[src/rtl/otter_pkg.sv]
// Shared definitions for the OTTER multicycle control unit.
// With OTTER_CU_INTR_EN defined, the interrupt-entry state is part of the state enum.
package otter_pkg;

  // Control-unit states. ST_INTR exists only when interrupts are built in.
`ifdef OTTER_CU_INTR_EN
  typedef enum logic [2:0] {
    ST_INIT  = 3'd0,
    ST_FETCH = 3'd1,
    ST_EXEC  = 3'd2,
    ST_WB    = 3'd3,
    ST_INTR  = 3'd4
  } cu_state_t;
`else
  typedef enum logic [2:0] {
    ST_INIT  = 3'd0,
    ST_FETCH = 3'd1,
    ST_EXEC  = 3'd2,
    ST_WB    = 3'd3
  } cu_state_t;
`endif

  // RV32I major opcodes (ir[6:0]).
  localparam logic [6:0] OPC_LOAD   = 7'b0000011;
  localparam logic [6:0] OPC_STORE  = 7'b0100011;
  localparam logic [6:0] OPC_BRANCH = 7'b1100011;
  localparam logic [6:0] OPC_OP     = 7'b0110011;
  localparam logic [6:0] OPC_OPIMM  = 7'b0010011;
  localparam logic [6:0] OPC_LUI    = 7'b0110111;
  localparam logic [6:0] OPC_AUIPC  = 7'b0010111;
  localparam logic [6:0] OPC_JAL    = 7'b1101111;
  localparam logic [6:0] OPC_JALR   = 7'b1100111;
  localparam logic [6:0] OPC_SYSTEM = 7'b1110011;

  // funct3 values under OPC_SYSTEM.
  localparam logic [2:0] F3_MRET  = 3'b000;
  localparam logic [2:0] F3_CSRRW = 3'b001;
  localparam logic [2:0] F3_CSRRS = 3'b010;
  localparam logic [2:0] F3_CSRRC = 3'b011;

  // True for the register-form CSR access instructions.
  function automatic logic is_csr_f3(input logic [2:0] f3);
    return (f3 == F3_CSRRW) || (f3 == F3_CSRRS) || (f3 == F3_CSRRC);
  endfunction

  // True for opcodes that write an integer result back in ST_EXEC.
  function automatic logic is_alu_like(input logic [6:0] opc);
    return (opc == OPC_OP)  || (opc == OPC_OPIMM) || (opc == OPC_LUI) ||
           (opc == OPC_AUIPC) || (opc == OPC_JAL) || (opc == OPC_JALR);
  endfunction

endpackage

[src/rtl/otter_instret_ctr.sv]
// Retired-instruction counter: asynchronous clear, increments when en is high,
// wraps modulo 2^INSTRET_W.
module otter_instret_ctr #(
  parameter int INSTRET_W = 32
) (
  input  logic                 clk,
  input  logic                 rst_n,
  input  logic                 en,
  output logic [INSTRET_W-1:0] count
);

  localparam logic [INSTRET_W-1:0] ONE = {{(INSTRET_W-1){1'b0}}, 1'b1};

  logic [INSTRET_W-1:0] count_reg;

  // Count one per enabled cycle; clear immediately on reset.
  always_ff @(posedge clk or negedge rst_n) begin
    if (!rst_n) begin
      count_reg <= '0;
    end else if (en) begin
      count_reg <= count_reg + ONE;
    end
  end

  assign count = count_reg;

endmodule

[src/rtl/otter_cu_fsm.sv]
// OTTER multicycle control-unit FSM: INIT -> FETCH -> EXEC [-> WB] [-> INTR].
// Optional feature macro: OTTER_CU_INTR_EN (interrupt entry state and int_taken).
module otter_cu_fsm
  import otter_pkg::*;
#(
  parameter int INSTRET_W = 32
) (
  input  logic                 clk,
  input  logic                 rst_n,
  input  logic [6:0]           ir6_0,
  input  logic [2:0]           ir14_12,
  input  logic                 intr,
  input  logic                 csr_mie,
  output logic                 pc_write,
  output logic                 reg_write,
  output logic                 mem_rden1,
  output logic                 mem_rden2,
  output logic                 mem_we2,
  output logic                 csr_we,
  output logic                 int_taken,
  output logic                 mret_exec,
  output logic                 core_reset,
  output logic [INSTRET_W-1:0] instret
);

  cu_state_t state_reg;
  cu_state_t state_next;
  logic      retire;

`ifdef OTTER_CU_INTR_EN
  // Interrupt is taken only at the last cycle of an instruction.
  logic take_intr;
  assign take_intr = intr & csr_mie;
`else
  logic unused_intr_inputs;
  assign unused_intr_inputs = intr ^ csr_mie;
`endif

  // State register; reset forces ST_INIT immediately.
  always_ff @(posedge clk or negedge rst_n) begin
    if (!rst_n) begin
      state_reg <= ST_INIT;
    end else begin
      state_reg <= state_next;
    end
  end

  // Next-state logic.
  always_comb begin
    state_next = ST_FETCH;
    case (state_reg)
      ST_INIT:  state_next = ST_FETCH;
      ST_FETCH: state_next = ST_EXEC;
      ST_EXEC: begin
        if (ir6_0 == OPC_LOAD) begin
          state_next = ST_WB;
        end else begin
`ifdef OTTER_CU_INTR_EN
          state_next = take_intr ? ST_INTR : ST_FETCH;
`else
          state_next = ST_FETCH;
`endif
        end
      end
      ST_WB: begin
`ifdef OTTER_CU_INTR_EN
        state_next = take_intr ? ST_INTR : ST_FETCH;
`else
        state_next = ST_FETCH;
`endif
      end
`ifdef OTTER_CU_INTR_EN
      ST_INTR:  state_next = ST_FETCH;
`endif
      default:  state_next = ST_INIT;
    endcase
  end

  // Output decode from state and instruction fields.
  always_comb begin
    pc_write   = 1'b0;
    reg_write  = 1'b0;
    mem_rden1  = 1'b0;
    mem_rden2  = 1'b0;
    mem_we2    = 1'b0;
    csr_we     = 1'b0;
    int_taken  = 1'b0;
    mret_exec  = 1'b0;
    core_reset = 1'b0;
    case (state_reg)
      ST_INIT:  core_reset = 1'b1;
      ST_FETCH: mem_rden1  = 1'b1;
      ST_EXEC: begin
        if (ir6_0 == OPC_LOAD) begin
          mem_rden2 = 1'b1;
        end else if (ir6_0 == OPC_STORE) begin
          pc_write = 1'b1;
          mem_we2  = 1'b1;
        end else if (ir6_0 == OPC_BRANCH) begin
          pc_write = 1'b1;
        end else if (is_alu_like(ir6_0)) begin
          pc_write  = 1'b1;
          reg_write = 1'b1;
        end else if (ir6_0 == OPC_SYSTEM && ir14_12 == F3_MRET) begin
          pc_write  = 1'b1;
          mret_exec = 1'b1;
        end else if (ir6_0 == OPC_SYSTEM && is_csr_f3(ir14_12)) begin
          pc_write  = 1'b1;
          reg_write = 1'b1;
          csr_we    = 1'b1;
        end else begin
          // Unrecognised opcode/funct3 retires as a NOP.
          pc_write = 1'b1;
        end
      end
      ST_WB: begin
        reg_write = 1'b1;
        pc_write  = 1'b1;
      end
`ifdef OTTER_CU_INTR_EN
      ST_INTR: begin
        int_taken = 1'b1;
        pc_write  = 1'b1;
      end
`endif
      default: core_reset = 1'b1;
    endcase
  end

  // A PC update outside of interrupt entry marks a retired instruction.
`ifdef OTTER_CU_INTR_EN
  assign retire = pc_write & (state_reg != ST_INTR);
`else
  assign retire = pc_write;
`endif

  otter_instret_ctr #(
    .INSTRET_W (INSTRET_W)
  ) u_instret_ctr (
    .clk   (clk),
    .rst_n (rst_n),
    .en    (retire),
    .count (instret)
  );

endmodule
[config.mk]
export PLATFORM = sky130hd
export DESIGN_NAME = otter_cu_fsm
export DESIGN_NICKNAME = d
export VERILOG_FILES = /design/src/rtl/otter_pkg.sv /design/src/rtl/otter_instret_ctr.sv /design/src/rtl/otter_cu_fsm.sv
export SDC_FILE = /design/constraint.sdc
export NUM_CORES = 1
export LEC_CHECK = 0
export ABC_CLOCK_PERIOD_IN_PS = 1600
export BUFFER_PORTS_ARGS = -buffer_cell sky130_fd_sc_hd__buf_4
export CORE_MARGIN = 1
export CORE_UTILIZATION = 35
export DETAILED_ROUTE_END_ITERATION = 8
export GPL_ROUTABILITY_DRIVEN = 0
export HOLD_SLACK_MARGIN = 0.06
export PLACE_DENSITY = 0.65
export SETUP_SLACK_MARGIN = 0.5
export SLEW_MARGIN = 10
export SYNTH_ARGS = -nofsm -noshare
export SYNTH_HDL_FRONTEND = slang
export SYNTH_SLANG_ARGS = --single-unit
export TNS_END_PERCENT = 30
[constraint.sdc]
create_clock -name clk -period 1.6 [get_ports clk]
set_input_delay 0.16 -clock clk [delete_from_list [all_inputs] [get_ports clk]]
set_output_delay 0.16 -clock clk [all_outputs]
set_load 0.1 [all_outputs]
==> run summary <==
final-report max-slew violation count: 0
Ports: 55
Setup crit start: ir6_0[3]
ratio of cells with drive above 1 in the final layout: 0.652
Sink Count: 34
Fin. Hold Viols: 0
Core Area: 4750 sq um
Peak Freq: 547 MHz
met2 Usage GRT: 0.390
pwr/cell area: 916 nW/um^2
Fin Clk Skew: 0.00861 ns
GRT Max-Usage Layer: met2
Final ANT Viol Nets: 0
Reg2Reg Setup Slack: -0.05 ns
synthesized area: 1740 sq um
most common cell after layout, fill and taps aside: buf_12
synth warn: 0
DP Worst Slack: -0.304 ns
Clock Tree Buf Depth: 2
reg-to-reg endpoint: u_instret_ctr.count[1]
H-Tree Depth: 2
critical path class: input pin to primary output
crit path capture: mem_rden2
Total Nets Final: 264
Vias/cell: 5.22
routed wire length: 5500 um
die width: 72.5 um
met3 GRT Util: 0.0583
WP data arrival: 1.67 ns
Layout area overhead: 105%
Setup Viol. Count Final: 24
grt total ovfl: 0
Worst Path Required: 1.44 ns
crit path launch type: input pin
Syn Nets: 181
via count: 1,656
Worst IR Drop VDD: 0.843 mV
R2R cell count: 4
final cell count without fillers: 317
Synth cell types: 33
clk slew on worst S/H paths: 0.07 ns
Ant. Diodes: 0
row cnt: 25
Yosys reg bits: 34
Max Cap Violations: 0
GRT met1 Usage: 0.279
DP Wirelength: 2940 um
Reg-to-Reg Start: state_reg[0]
Multi-input gate area: 1200 sq um
min-delay worst type: input pin to register
WL per Instance: 17.4 um
first drt pass iteration count: 4
register area share after synthesis: 0.489
DP Cell Count: 292
DR iter-0 viols: 74
initial antenna violation count: 0
status: finished, violations left
Cells after Synth: 166
fin crit share: 1.14
total CTS buffers: 5
vias in the first global route: 1,706
clk_lat worst skew: 0.29 ns
Port Buffers: 51
LEAKAGE: 0.00174 uW
endpoint type of the worst setup path: primary output
FILL cells: 297
Syn Area/Cell: 10.5 sq um
min Tclk post-route: 1.83 ns
area of the die: 5260 sq um
residual DRC count: 0
Crit Path Max Fanout: 3
Global Route Usage Sum: 0.230
Starting Density: 0.366
most frequent cells in the layout: buf_12 (35), xor2_1 (24), buf_4 (24), dfrtp_4 (24), buf_6 (16)
clock root buffer: clkbuf_8
Die Height: 72.5 um
Final WS setup: -0.227 ns
global-route wire length before repair: 8870 um
RSZ-0062 raised after global routing: yes
pin count of the biggest net entering global routing: 35
Sequential Area: 950 sq um
max FFs per register: 32
TritonCTS clock tree: built
violated checks: setup timing
[Yosys cell counts]
| cell | instances | area, sq um |
|---|---|---|
| and4_1 | 4 | 35.0 |
| o21ai_0 | 2 | 10.0 |
| nor4b_1 | 1 | 8.76 |
| o41a_1 | 1 | 11.3 |
| ha_1 | 1 | 12.5 |
| or4b_1 | 1 | 10.0 |
| buf_2 | 3 | 15.0 |
| nand4_1 | 10 | 62.6 |
| xor2_1 | 24 | 210 |
| nor2_1 | 7 | 26.3 |
| nand4b_1 | 2 | 17.5 |
| nor4_1 | 17 | 106 |
| mux2_4 | 1 | 15.0 |
| or3b_2 | 1 | 8.76 |
| or4_4 | 1 | 11.3 |
| inv_1 | 6 | 22.5 |
| nand2_1 | 12 | 45.0 |
| a21boi_0 | 1 | 7.51 |
| buf_4 | 1 | 7.51 |
| dfrtp_1 | 34 | 851 |
| conb_1 | 1 | 3.75 |
| nand3b_1 | 1 | 7.51 |
| nand3_1 | 7 | 35.0 |
| buf_6 | 2 | 22.5 |
| nor3_1 | 8 | 40.0 |
| a21oi_1 | 1 | 5.00 |
| and2_1 | 1 | 6.26 |
| clkbuf_1 | 1 | 3.75 |
| xnor2_1 | 7 | 61.3 |
| o41ai_4 | 1 | 27.5 |
| nor2b_1 | 1 | 6.26 |
| and3_1 | 4 | 25.0 |
| buf_1 | 1 | 3.75 |
[cells by family after synthesis]
family                     Yosys count  synth area share
and+or+nand+nor                     78             0.259
DFF                                 34             0.489
xor gates and xnor gates            31             0.156
buffers and inverters               14            0.0431
AOI/OAI and AO/OA                    6            0.0352
adders and majority gates            1           0.00718
other                                1           0.00215
muxes                                1           0.00862
[how the worst min path moves through the flow]
stage	slack, ns	end	start	cells past startpoint
floorplan	-0.14	state_reg[0]	rst_n	0
global placement	0.14	u_instret_ctr.count[31]	rst_n	1
detailed placement	0.14	u_instret_ctr.count[31]	rst_n	1
CTS	0.24	state_reg[1]	ir6_0[5]	3
global route	0.25	state_reg[1]	ir6_0[5]	3
finish	0.26	state_reg[1]	ir6_0[5]	3
[metal layers]
metal | part of all wire | up-vias
met4 | 0.024 | 0
met1 | 0.40 | 821
met3 | 0.049 | 15
met5 | 0 | -
li1 | - | 768
met2 | 0.53 | 52
[worst max-delay path: stages]
cell and delay (ns):
buf_6 0.09, or4_4 0.53, or4b_4 0.55, nor2_4 0.15
buf_12 0.18
[layout make-up]
class,instances,area share
timing repair buffer,84,0.343
multi-input combinational,118,0.336
sequential,34,0.265
clock buffer,8,0.0252
tap,67,0.0234
inverter,6,0.00629
[report_power, final]
| group | total [uW] | switching (uW) | internal [uW] |
|---|---|---|---|
| combinational | 1480 | 956 | 523 |
| clock | 665 | 314 | 351 |
| sequential | 1130 | 140 | 994 |
| total | 3280 | 1410 | 1870 |
[metrics by stage]
| stage | hold WS (ns) | power, uW | area [sq um] | utilization | setup TNS [ns] |
|---|---|---|---|---|---|
| after floorplan | -0.136 | 1940 | 2000 | - | -3.98 |
| after global placement | 0.140 | 2260 | 2560 | 0.538 | -7.86 |
| after detailed placement | 0.142 | 2270 | 2560 | 0.538 | -7.81 |
| after CTS | 0.243 | 3260 | 3410 | 0.717 | -0.607 |
| after global routing | 0.247 | 3400 | 3580 | 0.753 | -3.19 |
| final | 0.260 | 3280 | 3580 | 0.753 | -1.08 |
[what timing repair did]
| action | CTS | global route |
|---|---|---|
| hold buffers | 1 | 0 |
| setup buffers | 8 | 5 |
| endpoints found under the hold margin | 34 | 0 |
| gates cloned | 3 | 0 |
| pin swaps | 12 | 15 |
| gates resized for setup | 135 | 27 |
| setup endpoints to repair | 73 | 73 |
No activity file was read; power rests on OpenSTA's default activity.
